==> src/rtl/fetch_pkg.sv <==
// Shared types and constants for the instruction fetch controller.
package fetch_pkg;

  typedef enum logic [1:0] {IDLE, RUN, ERR} state_t;

  localparam int INSTR_BYTES = 4;
  localparam int ENTRY_AW    = 32;
  localparam int ENTRY_IW    = 32;

  // Default entry layout; the controller passes its own width-matched type to the FIFO.
  typedef struct packed {
    logic [ENTRY_AW-1:0] pc;
    logic [ENTRY_IW-1:0] instr;
  } fetch_entry_t;

endpackage

==> src/rtl/fetch_fifo.sv <==
// Small prefetch FIFO of fetch entries with synchronous flush; head is read from registered storage.
module fetch_fifo
  import fetch_pkg::*;
#(
  parameter int  DEPTH   = 2,
  parameter type entry_t = fetch_entry_t
) (
  input  logic   clk,
  input  logic   rst_n,
  input  logic   push,
  input  entry_t wdata,
  input  logic   pop,
  input  logic   flush,
  output entry_t rdata,
  output logic   full,
  output logic   empty
);

  localparam int PW = (DEPTH > 1) ? $clog2(DEPTH) : 1;
  localparam int CW = $clog2(DEPTH + 1);

  entry_t          mem [DEPTH];
  logic [PW-1:0]   wr_ptr, rd_ptr;
  logic [CW-1:0]   count;
  logic            do_push, do_pop;

  assign full    = (count == CW'(DEPTH));
  assign empty   = (count == '0);
  assign do_pop  = pop && !empty;
  // A full FIFO still accepts a write when the head leaves in the same cycle.
  assign do_push = push && (!full || do_pop);
  assign rdata   = mem[rd_ptr];

  always_ff @(posedge clk or negedge rst_n) begin
    if (!rst_n) begin
      for (int i = 0; i < DEPTH; i++) mem[i] <= '0;
      wr_ptr <= '0;
      rd_ptr <= '0;
      count  <= '0;
    end else if (flush) begin
      wr_ptr <= '0;
      rd_ptr <= '0;
      count  <= '0;
    end else begin
      if (do_push) begin
        mem[wr_ptr] <= wdata;
        wr_ptr      <= wr_ptr + PW'(1);
      end
      if (do_pop) rd_ptr <= rd_ptr + PW'(1);
      case ({do_push, do_pop})
        2'b10:   count <= count + CW'(1);
        2'b01:   count <= count - CW'(1);
        default: count <= count;
      endcase
    end
  end

endmodule

==> src/rtl/fetch_ctrl.sv <==
// Instruction fetch sequencer: PC register, run/error FSM and prefetch FIFO feeding decode.
module fetch_ctrl
  import fetch_pkg::*;
#(
  parameter int                     ADDRESS_WIDTH = 32,
  parameter int                     INSTR_WIDTH   = 32,
  parameter int                     MEM_BYTES     = 4096,
  parameter logic [ADDRESS_WIDTH-1:0] RESET_PC    = '0,
  parameter int                     DEPTH         = 2
) (
  input  logic                     clk,
  input  logic                     rst_n,
  input  logic                     enable,
  output logic [ADDRESS_WIDTH-1:0] mem_addr,
  input  logic [INSTR_WIDTH-1:0]   mem_rdata,
  input  logic                     redirect_valid,
  input  logic [ADDRESS_WIDTH-1:0] redirect_pc,
  output logic                     instr_valid,
  input  logic                     instr_ready,
  output logic [INSTR_WIDTH-1:0]   instr_data,
  output logic [ADDRESS_WIDTH-1:0] instr_pc,
  output logic                     fetch_err,
  output logic [ADDRESS_WIDTH-1:0] err_pc
);

  typedef struct packed {
    logic [ADDRESS_WIDTH-1:0] pc;
    logic [INSTR_WIDTH-1:0]   instr;
  } entry_t;

  // Highest PC whose whole word still lies inside memory.
  localparam logic [ADDRESS_WIDTH-1:0] LAST_PC = ADDRESS_WIDTH'(MEM_BYTES - INSTR_BYTES);
  localparam logic [ADDRESS_WIDTH-1:0] STEP    = ADDRESS_WIDTH'(INSTR_BYTES);

  state_t                   state, state_nxt;
  logic [ADDRESS_WIDTH-1:0] fetch_pc;
  logic                     pc_ok, redirect_bad;
  logic                     push, pop, fifo_full, fifo_empty;
  logic                     err_load;
  logic [ADDRESS_WIDTH-1:0] err_val;
  entry_t                   wr_entry, head;

  assign mem_addr     = fetch_pc;
  assign pc_ok        = (fetch_pc[1:0] == 2'b00) && (fetch_pc <= LAST_PC);
  assign redirect_bad = (redirect_pc[1:0] != 2'b00) || (redirect_pc > LAST_PC);

  assign pop  = instr_valid && instr_ready && !redirect_valid;
  assign push = (state == RUN) && !redirect_valid && pc_ok && (!fifo_full || pop);

  assign wr_entry = '{pc: fetch_pc, instr: mem_rdata};

  always_comb begin
    state_nxt = state;
    err_load  = 1'b0;
    err_val   = fetch_pc;
    if (redirect_valid) begin
      if (redirect_bad) begin
        state_nxt = ERR;
        err_load  = 1'b1;
        err_val   = redirect_pc;
      end else begin
        state_nxt = enable ? RUN : IDLE;
      end
    end else begin
      case (state)
        IDLE: if (enable) state_nxt = RUN;
        RUN: begin
          if (!pc_ok) begin
            state_nxt = ERR;
            err_load  = 1'b1;
          end else if (!enable) begin
            state_nxt = IDLE;
          end
        end
        ERR:     state_nxt = ERR;
        default: state_nxt = IDLE;
      endcase
    end
  end

  always_ff @(posedge clk or negedge rst_n) begin
    if (!rst_n) begin
      state    <= IDLE;
      fetch_pc <= RESET_PC;
      err_pc   <= '0;
    end else begin
      state <= state_nxt;
      if (redirect_valid) fetch_pc <= redirect_pc;
      else if (push)      fetch_pc <= fetch_pc + STEP;
      if (err_load) err_pc <= err_val;
    end
  end

  fetch_fifo #(
    .DEPTH   (DEPTH),
    .entry_t (entry_t)
  ) u_fifo (
    .clk   (clk),
    .rst_n (rst_n),
    .push  (push),
    .wdata (wr_entry),
    .pop   (pop),
    .flush (redirect_valid),
    .rdata (head),
    .full  (fifo_full),
    .empty (fifo_empty)
  );

  assign instr_valid = !fifo_empty;
  assign instr_data  = head.instr;
  assign instr_pc    = head.pc;
  assign fetch_err   = (state == ERR);

endmodule

==> config.mk <==
export PLATFORM = sky130hd
export DESIGN_NAME = fetch_ctrl
export DESIGN_NICKNAME = d
export VERILOG_FILES = /design/src/rtl/fetch_pkg.sv /design/src/rtl/fetch_fifo.sv /design/src/rtl/fetch_ctrl.sv
export SDC_FILE = /design/constraint.sdc
export NUM_CORES = 1
export LEC_CHECK = 0
export CORE_ASPECT_RATIO = 1.1
export CORE_MARGIN = 2
export CORE_UTILIZATION = 47
export CTS_BUF_LIST = sky130_fd_sc_hd__clkbuf_8
export DETAILED_ROUTE_END_ITERATION = 6
export PLACE_DENSITY = 0.84
export SYNTH_ARGS = -nofsm -noshare
export SYNTH_HDL_FRONTEND = slang
export SYNTH_SLANG_ARGS = --single-unit
==> constraint.sdc <==
create_clock -name clk -period 2.7 [get_ports clk]
set_input_delay 0.27 -clock clk [delete_from_list [all_inputs] [get_ports clk]]
set_output_delay 0.27 -clock clk [all_outputs]
set_load 0.02 [all_outputs]
======== Word-level counts from Yosys, hierarchy flattened ========
Cells that the tools add are included.
storage, ports and cells
  register bits ........................... 198
  bits in read-only memories .............. 0
  RAM bits ................................ 0
  bits of input ports ..................... 69
  memories ................................ 0
  latch bits .............................. 0
  output and inout port bits .............. 130
operators by class
  div/mod/pow operators ................... 0
  $add $sub $neg .......................... 5
  shifts and indexed selects .............. 0
  $mul .................................... 0
  eq/ne operators ......................... 7
  bitwise operators ....................... 3
  muxes and demuxes ....................... 27
  order comparisons ....................... 5
  reductions and logical operators ........ 25
operators by type and width
  cell                                                                                number
  64-bit 2-to-1 mux                                                                   4
  128-bit bitwise mux                                                                 1
  32-bit 2-to-1 mux                                                                   4
  64-bit demux with 1-bit select                                                      1
  32-bit by 3-bit adder with 32-bit output, second input constant                     1
  32-bit by 12-bit greater-than comparator with 1-bit output, second input constant   1
  32-bit by 12-bit less-or-equal comparator with 1-bit output, second input constant  1
  2-bit 2-to-1 mux                                                                    6
  1-bit logical AND                                                                   9
  1-bit 2-to-1 mux                                                                    9
  2-bit nonzero test                                                                  4
  2-bit equality test, second input constant                                          3
  2-bit logical NOT                                                                   3
  2-bit one-hot mux with 3 select lines                                               1
  2-bit by 1-bit equality test with 1-bit output, second input constant               2
  2-bit >= comparator, second input constant                                          2
  4-bit inequality test, second input constant                                        1
  1-bit NOT with 2-bit output                                                         2
  2-bit one-hot mux with 2 select lines                                               1
  2-bit AND reduction                                                                 2
  1-bit logical NOT                                                                   3
  1-bit logical OR                                                                    3
  3-bit inequality test, second input constant                                        1
  3-bit nonzero test                                                                  1
  other kinds (5)                                                                     6

======== Depth between registers and ports, before layout ========
  depth in word-level cells ............... 10
  gate-level depth with buffers ........... 9
  gate-level depth less buffers ........... 6

======== Cells and area by module ========
From an unflattened synthesis, not the netlist that was laid out.
second synthesis, totals
  cell total of the unflattened synthesis .. 650
  area total of the unflattened synthesis .. 8999.9 µm²
by module, submodules not included
  module      area an instance (µm²)  instances  cells an instance  sequential area each (µm²)
  fetch_fifo  5914.4                  1          365                3303.2
  fetch_ctrl  3085.5                  1          285                1651.6

======== Worst setup path after synthesis ========
Ideal clock, no wire load.
  path kind ............................... flip-flop to flip-flop
  start ................................... register fetch_pc[25], in the netlist mem_addr[25]
  end ..................................... register u_fifo.mem[88] in the netlist's numbering
  slack ................................... -11 ps
  stages on the path, launching flop included .. 10
  data required time ...................... 2573 ps
  buffers on the path ..................... 4
  arrival time ............................ 2583 ps
  clock period less this slack ............ 2711 ps
  library setup time ...................... 127 ps
  cell sequence ........................... dfrtp_1 or4_4 or3_1 buf_2 or3_1 buf_6 nor2_8 buf_12 buf_8 mux2_1
on the way
  cells in the longest elaborated chain, start to end .. 6
RTL lines
  element                                                      RTL line          text
  start: declaration                                           fetch_ctrl.sv:36  logic [ADDRESS_WIDTH-1:0] fetch_pc;
  start signal: assignment                                     fetch_ctrl.sv:88  if (redirect_valid) fetch_pc <= redirect_pc;
  start signal: assignment                                     fetch_ctrl.sv:89  else if (push) fetch_pc <= fetch_pc + STEP;
  32-bit by 12-bit less-or-equal comparator with 1-bit output  fetch_ctrl.sv:44  assign pc_ok = (fetch_pc[1:0] == 2'b00) && (fetch_pc <= LAST_PC);
  1-bit logical AND                                            fetch_ctrl.sv:44
  1-bit logical AND (2 in a row)                               fetch_ctrl.sv:48  assign push = (state == RUN) && !redirect_valid && pc_ok && (!fifo_full || pop);
  1-bit logical AND                                            fetch_fifo.sv:31  assign do_push = push && (!full || do_pop);
  2-bit AND reduction (no line)                                n/a
  end signal: indexed assignment                               fetch_fifo.sv:46  mem[wr_ptr] <= wdata;
  end: declaration                                             fetch_fifo.sv:22  entry_t mem [DEPTH];
No other way between the ends.
A chain may end at the register's enable or synchronous reset.

======== Final worst setup path ========
  start ................................... register fetch_pc[25], in the netlist mem_addr[25]
  end ..................................... register u_fifo.mem[106] in the netlist's numbering
Same word-level chain as after synthesis.

==> flow_summary.toml <==
[timing]
rsz0062_at_grt = "false"
hold_viol_final = 0
fin_ws_ns = 0.150
fin_skew_ns = 0.0213
drv_slew = 0
hold_ws_ns = 0.370
fmax_ghz = 0.392
setup_viol = 0
post-route-period-util_pct = 94.5
worst_pin_slew_ns = 0.751
timing.slew.headroom_pct = 49.9
finalCriticalPeriod_ns = 2.55
tns_ns = 0

[grt]
grt_use_total_pct = 21.8
grt_pass1_wl_mm = 33.8
gr-total-overflow = 0
grt_pass1_vias = 6351
antenna_found_initial = 0
grt_max_degree = 78

[die]
die_area_mm2 = 0.0196
num_io_pins = 199
die_h_um = 147
core_mm2 = 0.0183
die_w_um = 134
initial_core_util_pct = 47.5
rows = 52

[setup_path]
required_ns = 3.05
crit_arrival_ns = 2.90
start_kind = "register"
cp_slowest_stage_delay_ns = 0.55
rr_worst_depth = 6
endpoint_kind = "register"
worst-path-stages = 6
cp_max_fo = 26
slowest_stage = "or4_4"
cp_num_buf_inv = 1
crit_type = "reg2reg"
crit_family = "simple AND/OR/NAND/NOR gates"
path_cells = "or4_4 > or3_1 > or3_4 > nor2_8 > buf_12 > mux2_2"

[synthesis]
synth_edf_count = 0
synth-xor-area-share_pct = 0.202
synth-seq-area-share_pct = 57.0
synthMuxAreaShare_pct = 22.1
synth-simple-area-share_pct = 9.95
syn-instance-count = 666
synthArstFlopShare_pct = 100
avgSynthCellArea_um2 = 13.0
ys_ff_latch = 198
synth_top_flop_cell = "dfrtp_1"
synthDistinctLibCells = 51
yosysWarnings = 0
synth_fa_ha_area_share_pct = 0.144
synth_top_family_by_area = "multiplexers"
synth_compound_gate_area_share_pct = 6.93
syn-num-nets = 736
syn_area_mm2 = 0.00869

[detailed_routing]
routed_wl_mm = 20.7
num_vias = 6170
antenna_left = 0
drt_iter0_markers = 365
wl_per_cell_um = 18.2
drcViolationCount = 0
drtPass1Iterations = 5
viasPerCell = 5.44

[power]
comb_power_share_pct = 11.9
finalPower_mw = 5.74
power.leakage_nw = 5.36
clkPwrFrac_pct = 33.2
p_seq_share_pct = 54.9
p_sw_share_pct = 28.5
p_switching_mw = 1.64
power_density_mw_per_mm2 = 499
irDropWorstVdd_mv = 0.270
p_int_mw = 4.10

[run_status]
status = "completed"

[cells_and_area]
nets = 949
final_cell_mix = "clkdlybuf4s50_1 (197), dfrtp_1 (196), mux2_2 (128)"
multi_input_area_mm2 = 0.00343
syn2layout_area_growth_pct = 32.4
fillers = 1404
drive_above_1_share_pct = 25.3
diodes = 0
seq_area_mm2 = 0.00496
final_common_cell = "clkdlybuf4s50_1"

[flow_run]
cap_violations = 0

[clocking]
clkLatencyLatePin_ns = 0.47
clkTransAtPathRegs_ns = 0.12
cts_tree = "yes"
cts-buffers-inserted = 17
cts.root.buffer_cell = "clkbuf_8"
htreeDepth = 4
cts.sinks = 198
cts_post_setup_buffers_inserted = 0
cts_buffer_depth = 2

[placed_design]
port_buffers = 198
gp_congestion = 0.810
hpwl_mm = 14.5
place_worst_setup_slack_ns = 0.0890

[min_path]
hp-class = "in2async"
==> path summary, 6_finish.rpt <==
kind                                 from         endpoint  slack, ns
hold / removal                      rst_n    u_fifo.mem[7]       0.37
max in group asynchronous           rst_n     mem_addr[12]       1.48
setup / recovery             mem_addr[25]  u_fifo.mem[106]       0.15
hold reg to reg            u_fifo.mem[52]   u_fifo.mem[52]       0.49
min in group clk                   enable         state[0]       0.39
setup reg to reg             mem_addr[25]  u_fifo.mem[106]       0.15
==> power by group through the flow <==
stage | logic [mW] | registers, mW | clock network (mW)
after global placement | 0.678 | 3.21 | 0
after floorplan | 0.142 | 3.30 | 0
after global routing | 0.734 | 3.17 | 2.09
final | 0.683 | 3.15 | 1.90
after CTS | 0.691 | 3.15 | 1.97
after detailed placement | 0.686 | 3.21 | 0
==> Yosys cell counts (2+ instances only) <==
cell type  count  share of area, %
a211oi_1       4              0.35
a21o_1         9              0.78
a21oi_1       21               1.2
a221o_1       11               1.3
a22oi_1        2              0.17
a41oi_1        8              0.81
and2_1        28               2.0
and3_1         2              0.14
buf_12         3              0.69
buf_2          9              0.52
clkbuf_1      23              0.99
dfrtp_1      198                57
inv_1         24               1.0
mux2_1        15               1.9
mux2_2       128                17
mux2_4        20               3.5
nand2_1       22              0.95
nand2b_1       3              0.22
nand3_1       21               1.2
nand4_1        2              0.14
nor2_1        18              0.78
nor2b_1       25               1.8
nor3_1         5              0.29
nor4_1        12              0.86
o21ai_0        8              0.46
o22ai_1       16               1.2
o31a_1         2              0.20
or3_1          3              0.22
xor2_1         2              0.20
==> cell type report <==
type	instances	share of cell area (%)
clock buffer	17	2.03
clock inverter	15	1.58
inverter	24	0.783
multi-input combinational	406	29.8
sequential	198	43.1
tap	243	2.64
timing repair buffer	232	20.0
==> repair_timing <==
item                                    in CTS  in global routing
endpoints found under the setup margin       0                 24
hold buffers                                 1                  0
resized for setup                            0                  2
endpoints found under the hold margin       73                  0
==> metrics by stage <==
step / instances / utilization, % / instance area [um2]
floorplan: 666 / - / 8690
global placement: 1102 / 60.5 / 11100
detailed placement: 1102 / 60.5 / 11100
CTS: 1135 / 62.9 / 11500
global route: 1135 / 62.9 / 11500
finish: 1135 / 62.9 / 11500
==> layer usage <==
metal  GRT usage [%]  vias to the layer above  part of all wire [%]
met5               0                        -                     0
met4            6.86                        0                   1.8
met2            35.6                      219                    48
met1            28.0                     3111                    43
met3            6.39                       32                   7.3
li1                -                     2808                     -
==> sequential cells by signal (all words and copies together) (netlist names) <==
signal	cells
err_pc	32
mem_addr	32
state	2
u_fifo.count	2
u_fifo.mem	128
u_fifo.rd_ptr	1
u_fifo.wr_ptr	1
==> cell families (layout without fill, tap and decap cells) <==
family	Yosys count	after routing
and+or+nand+nor	152	152
AOI/OAI and AO/OA	87	87
adders and majority gates	1	1
DFF	198	198
buffers and inverters	62	288
xor gates and xnor gates	2	2
muxes	164	164
(Power assumes the default switching activity.)
